--- src/rtl/lsu_mem_ctrl.sv ---
// Load/store bus controller: issues word-aligned accesses with byte enables,
// splits accesses that cross a word boundary and merges the two read words.
module lsu_mem_ctrl #(
    parameter int DW = 32
) (
    input  logic          clk,
    input  logic          rst,
    input  logic          req_valid,
    output logic          req_ready,
    input  logic          req_we,
    input  logic [1:0]    req_size,
    input  logic [DW-1:0] req_addr,
    input  logic [DW-1:0] req_wdata,
    output logic          mem_req,
    input  logic          mem_gnt,
    output logic [DW-1:0] mem_addr,
    output logic          mem_we,
    output logic [3:0]    mem_be,
    output logic [DW-1:0] mem_wdata,
    input  logic          mem_rvalid,
    input  logic [DW-1:0] mem_rdata,
    output logic          rsp_valid,
    output logic [DW-1:0] rsp_word,
    output logic [1:0]    rsp_off,
    output logic          busy
);

    typedef enum logic [2:0] {IDLE, REQ0, WAIT0, REQ1, WAIT1, RESP} state_e;

    state_e        state_q, state_d;
    logic          we_q, split_q;
    logic [1:0]    off_q;
    logic [3:0]    be1_q;
    logic [DW-1:0] wdata1_q, r0_q;
    logic [DW-1:0] mem_addr_q, mem_wdata_q, rsp_word_q;
    logic [3:0]    mem_be_q;
    logic          mem_we_q;
    logic [1:0]    rsp_off_q;

    logic          accept, split_in;
    logic [2:0]    n_bytes;
    logic [4:0]    mask5;
    logic [7:0]    be_full;
    logic [5:0]    sh_in, sh_q;
    logic [DW-1:0] wdata0, wdata1, merged;

    // Byte enables for both words come from one 8-lane mask: low nibble is
    // the first access, high nibble whatever spills into the next word.
    always_comb begin
        case (req_size)
            2'b00:   n_bytes = 3'd1;
            2'b01:   n_bytes = 3'd2;
            default: n_bytes = 3'd4;
        endcase
        mask5    = (5'd1 << n_bytes) - 5'd1;
        be_full  = {3'b000, mask5} << req_addr[1:0];
        split_in = ({1'b0, req_addr[1:0]} + n_bytes) > 3'd4;
        sh_in    = {1'b0, req_addr[1:0], 3'b000};
        wdata0   = req_wdata << sh_in;
        wdata1   = req_wdata >> (6'd32 - sh_in);
        sh_q     = {1'b0, off_q, 3'b000};
        merged   = (r0_q >> sh_q) | (mem_rdata << (6'd32 - sh_q));
    end

    assign req_ready = (state_q == IDLE) & ~rst;
    assign accept    = req_valid & req_ready;
    assign mem_req   = (state_q == REQ0) | (state_q == REQ1);
    assign rsp_valid = (state_q == RESP);
    assign busy      = (state_q != IDLE) | accept;

    always_ff @(posedge clk or posedge rst) begin
        if (rst) state_q <= IDLE;
        else     state_q <= state_d;
    end

    always_comb begin
        state_d = state_q;
        case (state_q)
            IDLE:  if (accept)     state_d = REQ0;
            REQ0:  if (mem_gnt)    state_d = WAIT0;
            WAIT0: if (mem_rvalid) state_d = split_q ? REQ1 : RESP;
            REQ1:  if (mem_gnt)    state_d = WAIT1;
            WAIT1: if (mem_rvalid) state_d = RESP;
            RESP:                  state_d = IDLE;
            default:               state_d = IDLE;
        endcase
    end

    always_ff @(posedge clk or posedge rst) begin
        if (rst) begin
            we_q        <= 1'b0;
            split_q     <= 1'b0;
            off_q       <= 2'b00;
            be1_q       <= 4'h0;
            wdata1_q    <= '0;
            r0_q        <= '0;
            mem_addr_q  <= '0;
            mem_we_q    <= 1'b0;
            mem_be_q    <= 4'h0;
            mem_wdata_q <= '0;
            rsp_word_q  <= '0;
            rsp_off_q   <= 2'b00;
        end else begin
            if (accept) begin
                we_q        <= req_we;
                split_q     <= split_in;
                off_q       <= req_addr[1:0];
                be1_q       <= be_full[7:4];
                wdata1_q    <= wdata1;
                mem_addr_q  <= {req_addr[DW-1:2], 2'b00};
                mem_we_q    <= req_we;
                mem_be_q    <= be_full[3:0];
                mem_wdata_q <= wdata0;
            end
            if (state_q == WAIT0 && mem_rvalid) begin
                r0_q <= mem_rdata;
                if (split_q) begin
                    // Second word wraps naturally at the top of the address space
                    mem_addr_q  <= mem_addr_q + 32'd4;
                    mem_be_q    <= be1_q;
                    mem_wdata_q <= wdata1_q;
                end else begin
                    rsp_word_q <= we_q ? '0 : mem_rdata;
                    rsp_off_q  <= we_q ? 2'b00 : off_q;
                end
            end
            if (state_q == WAIT1 && mem_rvalid) begin
                rsp_word_q <= we_q ? '0 : merged;
                rsp_off_q  <= 2'b00;
            end
        end
    end

    assign mem_addr  = mem_addr_q;
    assign mem_we    = mem_we_q;
    assign mem_be    = mem_be_q;
    assign mem_wdata = mem_wdata_q;
    assign rsp_word  = rsp_word_q;
    assign rsp_off   = rsp_off_q;

endmodule
--- config.mk ---
export PLATFORM = sky130hd
export DESIGN_NAME = lsu_mem_ctrl
export DESIGN_NICKNAME = d
export VERILOG_FILES = /design/src/rtl/lsu_mem_ctrl.sv
export SDC_FILE = /design/constraint.sdc
export NUM_CORES = 1
export LEC_CHECK = 0
export CAP_MARGIN = 5
export CORE_MARGIN = 4
export CORE_UTILIZATION = 53
export CTS_BUF_LIST = sky130_fd_sc_hd__clkbuf_4
export DETAILED_ROUTE_END_ITERATION = 10
export HOLD_SLACK_MARGIN = 0.1
export MAX_ROUTING_LAYER = met4
export PLACE_DENSITY = 0.9
export SKIP_CTS_REPAIR_TIMING = 1
export SYNTH_ARGS = -nofsm -noshare
export SYNTH_HDL_FRONTEND = slang
export SYNTH_SLANG_ARGS = --single-unit
export TNS_END_PERCENT = 10
--- constraint.sdc ---
create_clock -name clk -period 7.57 [get_ports clk]
set_input_delay 1.514 -clock clk [delete_from_list [all_inputs] [get_ports clk]]
set_output_delay 1.514 -clock clk [all_outputs]
set_load 0.02 [all_outputs]
==> impl_results.rst <==
.. list-table::
   :header-rows: 1

   * - Metric
     - Value
   * - Largest net degree at the start of global routing
     - 103
   * - Register bit count reported by yosys
     - 177
   * - Area overhead of the layout relative to synthesis
     - 23.9%
   * - Clock buffers created by TritonCTS
     - 17
   * - Most instantiated library cell after synthesis
     - sky130_fd_sc_hd__nand2_1
   * - Initial DRC Count
     - 1253
   * - Async S/R FF share, synth
     - 1.00
   * - Clk Tree Root Cell
     - sky130_fd_sc_hd__clkbuf_4
   * - Clock network fraction of total power
     - 0.115
   * - Routed vias
     - 9905
   * - Routed length on met3
     - 3.71 mm
   * - Maximum frequency from static timing analysis
     - 199 MHz
   * - Fraction of synthesized cell area taken by the top area cell type
     - 0.446
   * - Worst Reg2Reg Path Length in Cells
     - 7
   * - Clock skew
     - 0.0281 ns
   * - Start-to-end type of the worst setup path
     - input port to output port
   * - Total Die Area
     - 21000 sq um
   * - Area of the core
     - 18200 sq um
   * - Post-DRT Antenna Nets
     - 0
   * - WHS Path Cells
     - 2
   * - Primary flip-flop cell chosen by synthesis mapping
     - sky130_fd_sc_hd__dfrtp_1
   * - Portion of total power attributed to sequential cells
     - 0.372
   * - Reg2reg setup slack
     - 3.90 ns
   * - Crit share post-route
     - 0.664
   * - Final setup violation count
     - 0
   * - Fraction of final layout cells with drive strength greater than 1
     - 0.0534
   * - Met2 WL post-DR
     - 14.4 mm
   * - Count of pins over their slew limit
     - 0
   * - Clk buf depth
     - 2
   * - Synth top cells by count
     - 258 x sky130_fd_sc_hd__nand2_1, 177 x sky130_fd_sc_hd__dfrtp_1, 85 x sky130_fd_sc_hd__o21ai_0, 68 x sky130_fd_sc_hd__mux2i_1, 65 x sky130_fd_sc_hd__nor2_1
   * - FP Rows
     - 49
   * - Worst min-delay path endpoint
     - wdata1_q[27]$_DFFE_PP0P_
   * - Run status
     - complete, no violations
   * - Critical path data arrival time
     - 3.51 ns
   * - Global route total overflow
     - 0
   * - Number of iterations in the first detailed-routing pass
     - 6
   * - Hold WS
     - 0.483 ns
   * - Global-route wire length before repair
     - 49.2 mm
   * - Remaining max-slew budget at the tightest pin
     - 0.347
   * - Number of antenna violations at the first check in global routing
     - 1
   * - Vias in the first global route
     - 9357
   * - Count of input and output buffers
     - 210
   * - Number of instances in the synthesized netlist
     - 1129
   * - Total negative slack
     - 0 ns
   * - Count of endpoints failing hold in the final timing report
     - 0
   * - Most area-hungry cell type in the Yosys netlist
     - sky130_fd_sc_hd__dfrtp_1
   * - Number of warnings issued by yosys
     - 0
   * - Worst setup path startpoint
     - rst
   * - Clock network latency to the later pin of the worst-skew pair
     - 0.58 ns
   * - Floorplan die width
     - 145 um
   * - H-tree levels
     - 4
   * - Total internal power
     - 2.62 mW
   * - Top-level I/O count
     - 211
   * - Switching share of power
     - 0.448
   * - Met1 routed wirelength after detailed routing
     - 12.4 mm
   * - Wire length per cell after detailed routing
     - 20.5 um
   * - Unique cell type count in the Yosys netlist
     - 74
   * - Switching power of the nets
     - 2.13 mW
   * - Number of synthesized flops with an enable pin
     - 0
   * - Min-delay src
     - wdata1_q[27]$_DFFE_PP0P_
   * - Required time reported for the critical path endpoint
     - 6.06 ns
   * - CTS tree
     - built
   * - Critical register-to-register path startpoint
     - off_q[1]$_DFFE_PP0P_
   * - Average cell area after synthesis
     - 8.79 sq um
   * - Worst-Margin Slew
     - 0.979 ns
   * - Reg-to-reg endpoint
     - rsp_word[10]$_DFFE_PP0P_
   * - Synthesized net count
     - 1239
   * - Post-Synthesis Cell Area
     - 9920 sq um
   * - Maximum fanout along the worst path
     - 5
   * - Seq. cell area
     - 4430 sq um
   * - Drt via density
     - 6.51
   * - Top layer used by detailed routing
     - met4
   * - Combinational cell fraction of total power
     - 0.513
   * - DRT Wirelength
     - 31.2 mm
   * - Setup repair after global routing missed its margin
     - no
   * - Number of remaining DRC errors
     - 0
   * - IR Drop Worst-Case VDD
     - 0.247 mV
   * - Routability Congestion
     - 0.969
   * - Area used by multi-input combinational logic
     - 5000 sq um
   * - Kind of start point of the critical path
     - input port
   * - Effective utilization at floorplan
     - 0.545
   * - Sequential fraction of the synthesis area
     - 0.446
   * - Power consumption
     - 4.75 mW
   * - Power density relative to cell area
     - 387 nW/um^2
   * - Worst hold path type
     - register to register
   * - Layout net count
     - 1393
   * - Leakage power of the design
     - 5.30 nW
   * - Register clock-pin slew on the reported worst setup and hold paths
     - 0.13 ns
   * - Clock sink total
     - 177
   * - Crit path capture type
     - output port
   * - Number of fill cells
     - 1417
   * - Die height
     - 145 um
   * - Time the worst path needs with I/O delays and setup
     - 5.03 ns
   * - Hpwl dp
     - 21.0 mm
   * - Number of max-cap violations
     - 0
   * - Most area-consuming cells after synthesis
     - sky130_fd_sc_hd__dfrtp_1 45%, sky130_fd_sc_hd__nand2_1 9.8%, sky130_fd_sc_hd__mux2i_1 6.9%, sky130_fd_sc_hd__o21ai_0 4.3%, sky130_fd_sc_hd__nor2_1 2.5%
   * - Total routing resource utilization after global routing
     - 0.305
power by group through the flow:
stage               combinational (mW)  clock [mW]  sequential (mW)
finish                            2.44       0.549             1.77
global route                      2.64       0.598             1.82
CTS                               2.41       0.554             1.75
detailed placement                2.40           0             1.77
global placement                  2.33           0             1.75
floorplan                         1.24           0             1.94
routing by layer:
| metal | vias up | track usage |
|---|---|---|
| met5 | - | - |
| met4 | 0 | 0.0967 |
| met3 | 77 | 0.0654 |
| met2 | 720 | 0.456 |
| met1 | 4710 | 0.419 |
| li1 | 4398 | - |
placed cells by master, fill, tap and decap left out, types with 8 or more instances in the layout:
master | Yosys | layout
sky130_fd_sc_hd__clkbuf_4 | 0 | 20
sky130_fd_sc_hd__nand3_1 | 24 | 24
sky130_fd_sc_hd__clkdlybuf4s50_1 | 0 | 209
sky130_fd_sc_hd__a22oi_1 | 29 | 29
sky130_fd_sc_hd__nor3_1 | 11 | 11
sky130_fd_sc_hd__inv_1 | 23 | 22
sky130_fd_sc_hd__nor2b_1 | 15 | 15
sky130_fd_sc_hd__nand2_1 | 258 | 258
sky130_fd_sc_hd__dfrtp_1 | 177 | 177
sky130_fd_sc_hd__o22ai_1 | 13 | 13
sky130_fd_sc_hd__nand4_1 | 10 | 10
sky130_fd_sc_hd__nor3b_1 | 11 | 11
sky130_fd_sc_hd__a21oi_1 | 40 | 40
sky130_fd_sc_hd__o21ai_1 | 16 | 15
sky130_fd_sc_hd__buf_4 | 4 | 15
sky130_fd_sc_hd__a221oi_1 | 17 | 17
sky130_fd_sc_hd__a222oi_1 | 8 | 8
sky130_fd_sc_hd__o211ai_1 | 8 | 8
sky130_fd_sc_hd__o21ai_0 | 85 | 85
sky130_fd_sc_hd__nor2_1 | 65 | 65
sky130_fd_sc_hd__a221o_1 | 10 | 10
sky130_fd_sc_hd__a2111oi_0 | 8 | 8
sky130_fd_sc_hd__mux2i_1 | 68 | 68
sky130_fd_sc_hd__a22o_1 | 8 | 8
sky130_fd_sc_hd__a32oi_1 | 10 | 10
sky130_fd_sc_hd__o31ai_1 | 8 | 8
sky130_fd_sc_hd__a32o_1 | 9 | 9
sky130_fd_sc_hd__a211oi_1 | 25 | 25
cell families after synthesis:
group	Yosys count	share of synthesized area
simple gates	442	0.205
compound gates	318	0.218
fa+ha+maj	6	0.00832
xor+xnor	3	0.00265
flops	177	0.446
buf+inv	115	0.0512
mux	68	0.0686
metrics by stage:
stage                     setup slack [ns]  cells   util  cell area (sq um)
after CTS                             2.54   1520  0.675              12300
after detailed placement              2.54   1493  0.660              12000
after global routing                  2.51   1521  0.675              12300
after global placement                2.56   1493  0.660              12000
final                                 2.54   1521  0.675              12300
after floorplan                       1.25   1129      -               9920
how the worst max path moves through the flow:
stage                           endpoint  slack, ns  cells after the start
floorplan           be1_q[0]$_DFFE_PP0P_       1.25                      1
global placement                    busy       2.56                      5
detailed placement                  busy       2.54                      5
CTS                                 busy       2.54                      5
global route                        busy       2.51                      5
finish                              busy       2.54                      5
state kept, by name (all words and copies together), names as in the netlist:
| register | cells |
|---|---|
| mem_addr | 32 |
| mem_wdata | 32 |
| r0_q | 32 |
| rsp_word | 32 |
| wdata1_q | 32 |
| be1_q | 4 |
| mem_be | 4 |
| state_q | 3 |
| off_q | 2 |
| rsp_off | 2 |
| mem_we | 1 |
| split_q | 1 |
cell type report:
class,instances,share of cell area
sequential,177,0.360
tap,229,0.0233
multi-input combinational,837,0.407
antenna,1,0.000204
clock buffer,20,0.0122
inverter,25,0.00804
clock inverter,7,0.00936
timing repair buffer,225,0.180
worst max-delay path: stages:
cell and delay, ns:
sky130_fd_sc_hd__clkdlybuf4s50_1 0.61, sky130_fd_sc_hd__nor4_4 0.11, sky130_fd_sc_hd__and2_2 0.24, sky130_fd_sc_hd__or4_1 0.46
sky130_fd_sc_hd__clkdlybuf4s50_1 0.57
Power figures use the tool's default switching activity.
